File: src/rtl/adc_scan_peak.sv
// Round-robin ADC channel scanner: requests one conversion per channel through
// the SPI master each period and keeps a per-channel max/min peak with its round index.
module adc_scan_peak #(
  parameter int unsigned CHANNELS = 4,
  parameter int unsigned CH_W     = 2,
  parameter int unsigned DATA_W   = 8,
  parameter int unsigned IDX_W    = 4,
  parameter int unsigned PERIOD   = 28'h001_0000,
  parameter int unsigned TIMEOUT  = 1024
) (
  input  logic              clk,
  input  logic              rst,
  input  logic              enable,
  input  logic              mode,
  input  logic              clear,
  output logic              spi_start,
  output logic [CH_W-1:0]   spi_ch,
  input  logic              spi_done,
  input  logic [DATA_W-1:0] spi_data,
  input  logic [CH_W-1:0]   rd_ch,
  output logic [DATA_W-1:0] rd_peak,
  output logic [IDX_W-1:0]  rd_idx,
  output logic              rd_valid,
  output logic              upd,
  output logic [CH_W-1:0]   upd_ch,
  output logic [IDX_W-1:0]  round_idx,
  output logic              timeout_err
);

  localparam int unsigned CNT_W = (PERIOD > 1) ? $clog2(PERIOD) : 1;
  localparam int unsigned TO_W  = (TIMEOUT > 1) ? $clog2(TIMEOUT) : 1;

  localparam logic [CNT_W-1:0] CNT_LAST = CNT_W'(PERIOD - 1);
  localparam logic [TO_W-1:0]  TO_LAST  = TO_W'(TIMEOUT - 1);
  localparam logic [CH_W-1:0]  CH_LAST  = CH_W'(CHANNELS - 1);
  localparam logic [CH_W:0]    CH_NUM   = (CH_W + 1)'(CHANNELS);

  typedef enum logic [2:0] {
    S_IDLE = 3'd0,
    S_REQ  = 3'd1,
    S_WAIT = 3'd2,
    S_CMP  = 3'd3,
    S_NEXT = 3'd4
  } state_e;

  state_e              state_q, state_d;
  logic [CNT_W-1:0]    cnt_q, cnt_d;
  logic [CH_W-1:0]     ch_q, ch_d;
  logic [TO_W-1:0]     wait_q, wait_d;
  logic [DATA_W-1:0]   sample_q, sample_d;
  logic [IDX_W-1:0]    round_q, round_d;
  logic                spi_start_q, spi_start_d;
  logic                upd_q, upd_d;
  logic [CH_W-1:0]     upd_ch_q, upd_ch_d;
  logic                terr_q, terr_d;
  logic [DATA_W-1:0]   peak_q [CHANNELS];
  logic [DATA_W-1:0]   peak_d [CHANNELS];
  logic [IDX_W-1:0]    idx_q  [CHANNELS];
  logic [IDX_W-1:0]    idx_d  [CHANNELS];
  logic [CHANNELS-1:0] valid_q, valid_d;

  logic tick_c;
  logic take_c;
  logic rd_ok_c;

  // Period timer: free-runs only while enabled, one tick per PERIOD cycles.
  always_comb begin
    cnt_d  = '0;
    tick_c = 1'b0;
    if (enable) begin
      if (cnt_q == CNT_LAST) begin
        tick_c = 1'b1;
      end else begin
        cnt_d = cnt_q + CNT_W'(1);
      end
    end
  end

  // Strict compares: ties keep the earliest round's peak.
  assign take_c = !valid_q[ch_q]
                  || (!mode && (sample_q > peak_q[ch_q]))
                  || ( mode && (sample_q < peak_q[ch_q]));

  // Scan sequencer and peak update.
  always_comb begin
    state_d  = state_q;
    ch_d     = ch_q;
    wait_d   = wait_q;
    sample_d = sample_q;
    round_d  = round_q;
    upd_d    = 1'b0;
    upd_ch_d = upd_ch_q;
    terr_d   = terr_q;
    peak_d   = peak_q;
    idx_d    = idx_q;
    valid_d  = valid_q;

    case (state_q)
      S_IDLE: begin
        if (tick_c) begin
          state_d = S_REQ;
          ch_d    = '0;
        end
      end
      S_REQ: begin
        state_d = S_WAIT;
        wait_d  = '0;
      end
      S_WAIT: begin
        if (spi_done) begin
          sample_d = spi_data;
          state_d  = S_CMP;
        end else if (wait_q == TO_LAST) begin
          terr_d  = 1'b1;
          state_d = S_NEXT;
        end else begin
          wait_d = wait_q + TO_W'(1);
        end
      end
      S_CMP: begin
        state_d = S_NEXT;
        if (take_c && !clear) begin
          peak_d[ch_q]  = sample_q;
          idx_d[ch_q]   = round_q;
          valid_d[ch_q] = 1'b1;
          upd_d         = 1'b1;
          upd_ch_d      = ch_q;
        end
      end
      S_NEXT: begin
        if (ch_q == CH_LAST) begin
          round_d = round_q + IDX_W'(1);
          state_d = S_IDLE;
        end else begin
          ch_d    = ch_q + CH_W'(1);
          state_d = S_REQ;
        end
      end
      default: state_d = S_IDLE;
    endcase

    // clear wins over the round increment and timeout flag; the handshake itself is untouched.
    if (clear) begin
      valid_d = '0;
      round_d = '0;
      terr_d  = 1'b0;
    end

    spi_start_d = (state_d == S_REQ);
  end

  always_ff @(posedge clk or posedge rst) begin
    if (rst) begin
      state_q     <= S_IDLE;
      cnt_q       <= '0;
      ch_q        <= '0;
      wait_q      <= '0;
      sample_q    <= '0;
      round_q     <= '0;
      spi_start_q <= 1'b0;
      upd_q       <= 1'b0;
      upd_ch_q    <= '0;
      terr_q      <= 1'b0;
      peak_q      <= '{default: '0};
      idx_q       <= '{default: '0};
      valid_q     <= '0;
    end else begin
      state_q     <= state_d;
      cnt_q       <= cnt_d;
      ch_q        <= ch_d;
      wait_q      <= wait_d;
      sample_q    <= sample_d;
      round_q     <= round_d;
      spi_start_q <= spi_start_d;
      upd_q       <= upd_d;
      upd_ch_q    <= upd_ch_d;
      terr_q      <= terr_d;
      peak_q      <= peak_d;
      idx_q       <= idx_d;
      valid_q     <= valid_d;
    end
  end

  // Readback mux; out-of-range channels read as empty.
  assign rd_ok_c  = ({1'b0, rd_ch} < CH_NUM);
  assign rd_peak  = rd_ok_c ? peak_q[rd_ch] : '0;
  assign rd_idx   = rd_ok_c ? idx_q[rd_ch]  : '0;
  assign rd_valid = rd_ok_c ? valid_q[rd_ch] : 1'b0;

  assign spi_start   = spi_start_q;
  assign spi_ch      = ch_q;
  assign upd         = upd_q;
  assign upd_ch      = upd_ch_q;
  assign round_idx   = round_q;
  assign timeout_err = terr_q;

endmodule
File: config.mk
export PLATFORM = sky130hd
export DESIGN_NAME = adc_scan_peak
export DESIGN_NICKNAME = d
export VERILOG_FILES = /design/src/rtl/adc_scan_peak.sv
export SDC_FILE = /design/constraint.sdc
export NUM_CORES = 1
export LEC_CHECK = 0
export ABC_CLOCK_PERIOD_IN_PS = 3300
export CORE_ASPECT_RATIO = 1.2
export CORE_UTILIZATION = 47
export CTS_CLUSTER_SIZE = 40
export DETAILED_ROUTE_END_ITERATION = 6
export PLACE_DENSITY_LB_ADDON = 0.1
export SYNTH_ARGS = -nofsm -noshare
export SYNTH_HDL_FRONTEND = slang
export SYNTH_SLANG_ARGS = --single-unit
File: constraint.sdc
create_clock -name clk -period 3.3 [get_ports clk]
set_input_delay 0.33 -clock clk [delete_from_list [all_inputs] [get_ports clk]]
set_output_delay 0.33 -clock clk [all_outputs]
set_load 0.005 [all_outputs]
=== Word-level counts from Yosys, hierarchy flattened ===
Cells that the tools add are included.

* Bits of input ports: 16
* Flip-flop bits (word level): 100
* Output and inout port bits: 24
* Word-level logic and storage cells: 121

* Muxes and demuxes: 48
* Eq/ne operators: 13
* Bitwise operators: 3
* Reductions and logical operators: 26
* $add $sub $neg: 4
* Magnitude comparators: 8

{| class="wikitable"
|+ Operators by type and width
! kind !! number
|-
| 8-bit two-way mux || 5
|-
| 4-bit two-way mux || 9
|-
| 8-bit binary-select mux with 2-bit select || 2
|-
| 32-bit bitwise mux || 1
|-
| 16-bit two-way mux || 2
|-
| 10-bit two-way mux || 2
|-
| 10-bit case mux with 2 select lines || 1
|-
| 16-bit by 1-bit adder with 16-bit output (second input constant) || 1
|-
| 16-bit bitwise mux || 1
|-
| 8-bit demux with 2-bit select || 1
|-
| 16-bit equality test (second input constant) || 1
|-
| 2-bit nonzero test || 8
|-
| 3-bit case mux with 5 select lines || 1
|-
| 1-bit two-way mux || 12
|-
| 10-bit by 1-bit adder with 10-bit output (second input constant) || 1
|-
| 10-bit equality test (second input constant) || 1
|-
| 2-bit inequality test (second input constant) || 5
|-
| 3-bit two-way mux || 3
|-
| 3-bit AND reduction || 3
|-
| 4-bit binary-select mux with 2-bit select || 1
|-
| 4-bit demux with 2-bit select || 1
|-
| 8-bit > comparator || 1
|-
| 8-bit less-than comparator || 1
|-
| 2-bit AND reduction || 4
|-
| other kinds (20) || 34
|}

=== Longest topological paths before layout ===
* Depth in word-level cells: 12
* Gate-level depth with buffers: 11
* Mapped depth without buffers: 9

=== Least setup slack after synthesis ===
Ideal clock, no wire load.

* Path kind: reg2reg
* Start: reg ch_q[0] (netlist: spi_ch[0])
* End: reg idx_q[0] (netlist bit)
* Buffers on the path: 2
* Required time: 3175 ps
* Cell stages (with the launch flop): 12
* Slack: -139 ps
* Data arrival time: 3315 ps
* Cells stage by stage: dfrtp_1 -> buf_1 -> mux4_2 -> inv_1 -> ha_1 -> and4_1 -> or3_1 -> a21oi_1 -> a311oi_2 -> nor2_1 -> buf_2 -> mux2_2

* Cells in the longest elaborated chain, start to end: 10

{| class="wikitable"
|+ RTL lines
! what !! line !! RTL
|-
| start, declared || 48 || <nowiki>logic [CH_W-1:0] ch_q, ch_d;</nowiki>
|-
| start signal, assigned || 170 || <nowiki>ch_q <= ch_d;</nowiki>
|-
| 2-bit inverter with 3-bit output (not written as such) || 81, 82, 124 ||
|-
| 8-bit binary-select mux with 2-bit select || 81, 82 ||
|-
| 8-bit two-way mux (not written as such) (2 in series) || 81, 82 ||
|-
| 8-bit > comparator || 81 || <nowiki>|| (!mode && (sample_q > peak_q[ch_q]))</nowiki>
|-
| 1-bit logical AND || 81 ||
|-
| 1-bit logical OR || 81 ||
|-
| 1-bit logical OR || 82 || <nowiki>|| ( mode && (sample_q < peak_q[ch_q]));</nowiki>
|-
| 1-bit logical AND || 122 || <nowiki>if (take_c && !clear) begin</nowiki>
|-
| 2-bit AND reduction (no source line) || - ||
|-
| end signal, assigned || 179 || <nowiki>idx_q <= idx_d;</nowiki>
|-
| end, declared || 58 || <nowiki>logic [IDX_W-1:0] idx_q [CHANNELS];</nowiki>
|}

Parallel ways exist; a longest one is shown, timed or not. The select of a mux whose other input is x is not followed.
A chain may end at the register's enable or synchronous reset.

=== Final worst setup path ===
* Start: reg ch_q[0] (netlist: spi_ch[0])
* End: reg idx_q[15] (netlist bit)

The elaborated chain is that of the path after synthesis.

==> flow_results.org <==
** Outcome
- Outcome :: complete, no violations

** Detailed routing
- DRC errors left :: 0
- In the detailed route, the total length drawn on met2 is 4750 microns.
- In this run, the number of DRC markers left after iteration 0 of detailed routing was 135.
- Detailed-route wire length on metal 1 :: 4640 microns
- After detailed routing, the total wire length is 9810 microns.
- The routed design uses 260 microns of met3 wire.
- Pre-Repair DR Iteration Count :: 4
- Total via count after detailed routing :: 3088
- Antenna-violating nets left :: 0
- Top layer used by detailed routing :: met4
- Dividing the detail-routed wire length by the instance count gives 17.5 microns.
- Dividing the detail-routed via count by the number of cells gives 5.49.

** Clock network
- The number of clock buffers added by TritonCTS is 9.
- For this design, the sink count on the clock tree is 100.
- Number of levels in the clock H-tree :: 3
- TritonCTS built the clock tree.
- The tree is rooted in a sky130_fd_sc_hd__clkbuf_16.
- Reg clk slew, reported paths :: 0.07 ns
- Counting along the longest clock path gives a buffer depth of 2.
- PostCTS Resize Cnt :: 0
- Once the clock tree was built, the setup fixing pass inserted 0 buffers.
- Buffers inserted to repair hold after CTS numbered 0.
- Worst-skew pair later-pin latency :: 0.34 ns

** Floorplan
- Area of the die :: 0.0108 sq mm
- Effective utilization at floorplan :: 48.3%
- I/O pins :: 40
- Y dimension of the die :: 113 microns
- The core region is 0.0101 sq mm.
- Die Width :: 94.9 microns
- After floorplanning, the core was divided into 40 placement rows.

** Critical path
- The largest individual stage delay along the critical path comes from the cell sky130_fd_sc_hd__mux4_2.
- Reg-to-reg setup timing slack :: 0.29 ns
- The critical path contains buffers and inverters numbering 3 combined.
- STA classifies the critical path endpoint as a flip-flop.
- Worst flop-to-flop path startpoint :: spi_ch[0]$_DFFE_PP0P_
- Sequence of cells on the critical path :: buf_4 > mux4_2 > inv_1 > ha_1 > and4_1 > or3_1 > a21oi_1 > a311oi_2 > nor2_1 > buf_4 > mux2_2
- Most used cell, CP :: sky130_fd_sc_hd__buf_4
- For the worst setup path, the data arrival time is 3.24 ns.
- Setup Crit Path Kind :: flip-flop to flip-flop
- In this design, the largest share of critical-path delay is due to multiplexers.
- The worst register-to-register path has a depth of 11.
- Along the worst path, the maximum fanout reaches 11.
- STA classifies the critical path startpoint as a flip-flop.
- In this design, the stage delay of the slowest critical-path cell is 0.49 ns.
- Required @ worst endpoint :: 3.52 ns
- Capture instance of the worst register-to-register path :: idx_q[15]$_DFFE_PP0P_

** Synthesis
- Post-Syn Instances :: 376
- A synthesized cell averages 12.9 sq um.
- The share of the Yosys chip area taken by registers is 51.5%.
- Cell accounting for the most synthesized area :: sky130_fd_sc_hd__dfrtp_1
- The synthesized netlist devotes 4.86% of its cell area to compound gates.
- Of the total synthesized cell area, the portion taken by AND, OR, NAND and NOR gates is 9.83%.
- Summing the areas of all xor and xnor instances in the mapped netlist gives 3.78% of the synthesized area.
- Yosys attributes the largest share of cell area to sky130_fd_sc_hd__dfrtp_1, sky130_fd_sc_hd__mux2_2, sky130_fd_sc_hd__mux4_2.
- By count the netlist is led by sky130_fd_sc_hd__dfrtp_1, sky130_fd_sc_hd__mux2_2, sky130_fd_sc_hd__nor2_1, sky130_fd_sc_hd__mux4_2, sky130_fd_sc_hd__nand2_1.
- Yosys printed 0 warnings.
- Flip-flop cell with the highest count after synthesis :: sky130_fd_sc_hd__dfrtp_1
- Net Count, Synth :: 407
- Counting distinct cell types in the post-synthesis netlist gives 38.
- In this run, synthesis produced a sequential element count of 100.
- Of the post-synthesis cell area, the part taken by muxes is 23.8%.
- Counting flops with a built-in enable in the synthesized netlist gives 0.
- The synthesized netlist devotes 3.86% of its cell area to adder and majority cells.
- Yosys instantiated no cell more often than sky130_fd_sc_hd__dfrtp_1.
- After synthesis, the largest family of logic cells by area is multiplexers.
- Netlist area before placement :: 0.00486 sq mm
- Proportion of synthesized flip-flops having asynchronous set or reset :: 100%
- Area share of the largest cell type after synthesis :: 51.5%

** Cells and area
- Number of non-filler instances in the completed layout :: 562
- In the final layout, the share of cells above drive strength 1 is 26.6%.
- From synthesis to final layout, the design area changed by 19.6%.
- The repair_antennas step left the layout with diodes totalling 0.
- The finished cells cover 0.00581 sq mm.
- After the last flow step, the layout net total stands at 462.
- Fill cells in the final layout number 842.

** Global routing
- Largest net degree at the start of global routing :: 65
- Vias in the first global route :: 3230
- The first global-routing pass estimated 16600 microns of wire.
- Global routing finished with a remaining overflow of 0.
- Total routing usage reported by global routing :: 20.5%
- The initial antenna violation count is 0.

** Place
- Routability-driven placement finished with a final weighted congestion of 0.749.
- During placement, the flow inserted port buffers numbering 39.
- After detailed placement, the design holds a cell count of 546.
- Detailed placement finished with a half-perimeter wire length of 6730 microns.
- Cell area after placement :: 0.00550 sq mm
- At the placement stage, the worst setup path has a slack of 0.289 ns.

** STA
- Final worst-path setup slack :: 0.286 ns
- In the final timing run, aggregate negative setup slack is 0 ns.
- Number of max-slew violations in the final report :: 0
- In this run the tightest slew margin relative to its limit is 45.7%.
- Share of the clock period used by the worst path :: 91.3%
- Max Clk Rate :: 332 MHz
- Hold Vio Cnt, Final :: 0
- Setup Viol. Count Final :: 0
- Min cycle time layout :: 3.01 ns
- For the pin with the worst max-slew slack, the measured transition is 0.815 ns.
- Setup repair after global routing left no endpoint under its margin.
- Final hold analysis gives a worst-case slack of 0.502 ns.
- Across the routed clock network, the largest skew measured is 0.00966 ns.

** Hold path
- Along the worst hold path, the cell count comes to 1.
- The tightest min-delay check is of the flip-flop to flip-flop type.
- The worst hold path begins at valid_q[3]$_DFFE_PP0P_.
- The worst hold path terminates at valid_q[3]$_DFFE_PP0P_.

** Pwr
- Maximum ir drop on the vdd rail :: 0.273 mV
- Dividing total power by cell area gives a power density of 716 mW/mm^2.
- Leakage :: 2.68 nW

** Run
- Max-cap violations in this run came to 0.
-- how the worst max path moves through the flow --
stage | start | to | slack, ns | cells after the start
finish | spi_ch[0]$_DFFE_PP0P_ | idx_q[15]$_DFFE_PP0P_ | 0.29 | 11
global placement | spi_ch[0]$_DFFE_PP0P_ | peak_q[0]$_DFFE_PP0P_ | 0.41 | 11
global route | spi_ch[0]$_DFFE_PP0P_ | peak_q[0]$_DFFE_PP0P_ | 0.12 | 11
detailed placement | spi_ch[0]$_DFFE_PP0P_ | idx_q[15]$_DFFE_PP0P_ | 0.29 | 11
floorplan | spi_ch[0]$_DFFE_PP0P_ | idx_q[0]$_DFFE_PP0P_ | 0.08 | 11
CTS | spi_ch[0]$_DFFE_PP0P_ | idx_q[15]$_DFFE_PP0P_ | 0.29 | 11
-- state kept, by name, indices dropped and copies added, names as in the netlist, 3 cells and up --
signal	cells
sample_q	8
wait_q	10
idx_q	16
valid_q	4
cnt_q	16
round_idx	4
peak_q	32
state_q	3
-- worst register-to-register path, stage by stage (launching register included) --
cell                       delay (ns)
sky130_fd_sc_hd__dfrtp_1         0.36
sky130_fd_sc_hd__buf_4           0.16
sky130_fd_sc_hd__mux4_2          0.49
sky130_fd_sc_hd__inv_1           0.08
sky130_fd_sc_hd__ha_1            0.25
sky130_fd_sc_hd__and4_1          0.22
sky130_fd_sc_hd__or3_1           0.30
sky130_fd_sc_hd__a21oi_1         0.16
sky130_fd_sc_hd__a311oi_2        0.10
sky130_fd_sc_hd__nor2_1          0.18
sky130_fd_sc_hd__buf_4           0.23
sky130_fd_sc_hd__mux2_2          0.36
-- cell usage in the layout (no fill, tap or decap), types with 2 or more instances in the layout --
cell type | netlist | final
sky130_fd_sc_hd__mux4_2 | 22 | 22
sky130_fd_sc_hd__clkinv_2 | 0 | 2
sky130_fd_sc_hd__nand2_1 | 20 | 20
sky130_fd_sc_hd__clkbuf_16 | 0 | 9
sky130_fd_sc_hd__and2_1 | 4 | 4
sky130_fd_sc_hd__nor4_1 | 2 | 2
sky130_fd_sc_hd__clkdlybuf4s50_1 | 0 | 39
sky130_fd_sc_hd__dfrtp_1 | 100 | 100
sky130_fd_sc_hd__xnor2_1 | 7 | 7
sky130_fd_sc_hd__xor2_1 | 14 | 14
sky130_fd_sc_hd__nand2b_1 | 3 | 3
sky130_fd_sc_hd__nor2_1 | 31 | 31
sky130_fd_sc_hd__nor2b_1 | 2 | 2
sky130_fd_sc_hd__nand3_1 | 8 | 8
sky130_fd_sc_hd__and3_1 | 6 | 6
sky130_fd_sc_hd__nand4_1 | 4 | 4
sky130_fd_sc_hd__mux2_2 | 58 | 58
sky130_fd_sc_hd__inv_1 | 18 | 17
sky130_fd_sc_hd__ha_1 | 15 | 15
sky130_fd_sc_hd__bufinv_16 | 0 | 2
sky130_fd_sc_hd__and4_1 | 5 | 5
sky130_fd_sc_hd__buf_4 | 0 | 15
sky130_fd_sc_hd__o21ai_0 | 7 | 7
sky130_fd_sc_hd__or3_1 | 6 | 6
sky130_fd_sc_hd__nor3_1 | 5 | 5
sky130_fd_sc_hd__a21oi_1 | 8 | 8
sky130_fd_sc_hd__a21o_1 | 6 | 6
sky130_fd_sc_hd__o211ai_1 | 2 | 2
-- per-stage QoR --
| step | util [%] | total power, W |
|---|---|---|
| final | 57.8 | 0.00416 |
| after global routing | 57.8 | 0.00445 |
| after CTS | 57.8 | 0.00421 |
| after detailed placement | 54.7 | 0.00308 |
| after global placement | 54.7 | 0.00304 |
| after floorplan | - | 0.00260 |
-- layer usage --
metal / track usage, % / up-vias
met5: 0 / -
met2: 32.2 / 56
li1: - / 1468
met4: 6.97 / 0
met1: 28.5 / 1552
met3: 3.80 / 12
-- report_power, final --
| group | switching [W] | internal (W) |
|---|---|---|
| Clock | 0.000451 | 0.000665 |
| Combinational | 0.000525 | 0.000745 |
| Sequential | 0.000284 | 0.00149 |
| Total | 0.00126 | 0.00290 |
-- cell type report --
type	count	area (sq um)	area share, %
Inverter	18	70.1	1.21
Sequential cell	100	2500	43.0
Clock buffer	10	229	3.94
Tap cell	126	158	2.71
Timing Repair Buffer	55	523	9.00
Multi-Input combinational cell	247	2240	38.6
Clock inverter	6	86.3	1.49
-- logic make-up (layout without fill, tap and decap cells) --
kind of cell | after synthesis | count (layout)
AND/OR/NAND/NOR | 97 | 97
adder cells (fa/ha/maj) | 15 | 15
XOR/XNOR | 21 | 21
buffers and inverters | 29 | 89
AO/OA/AOI/OAI | 33 | 33
multiplexers | 81 | 81
flip-flops | 100 | 100
(Power assumes the default switching activity.)
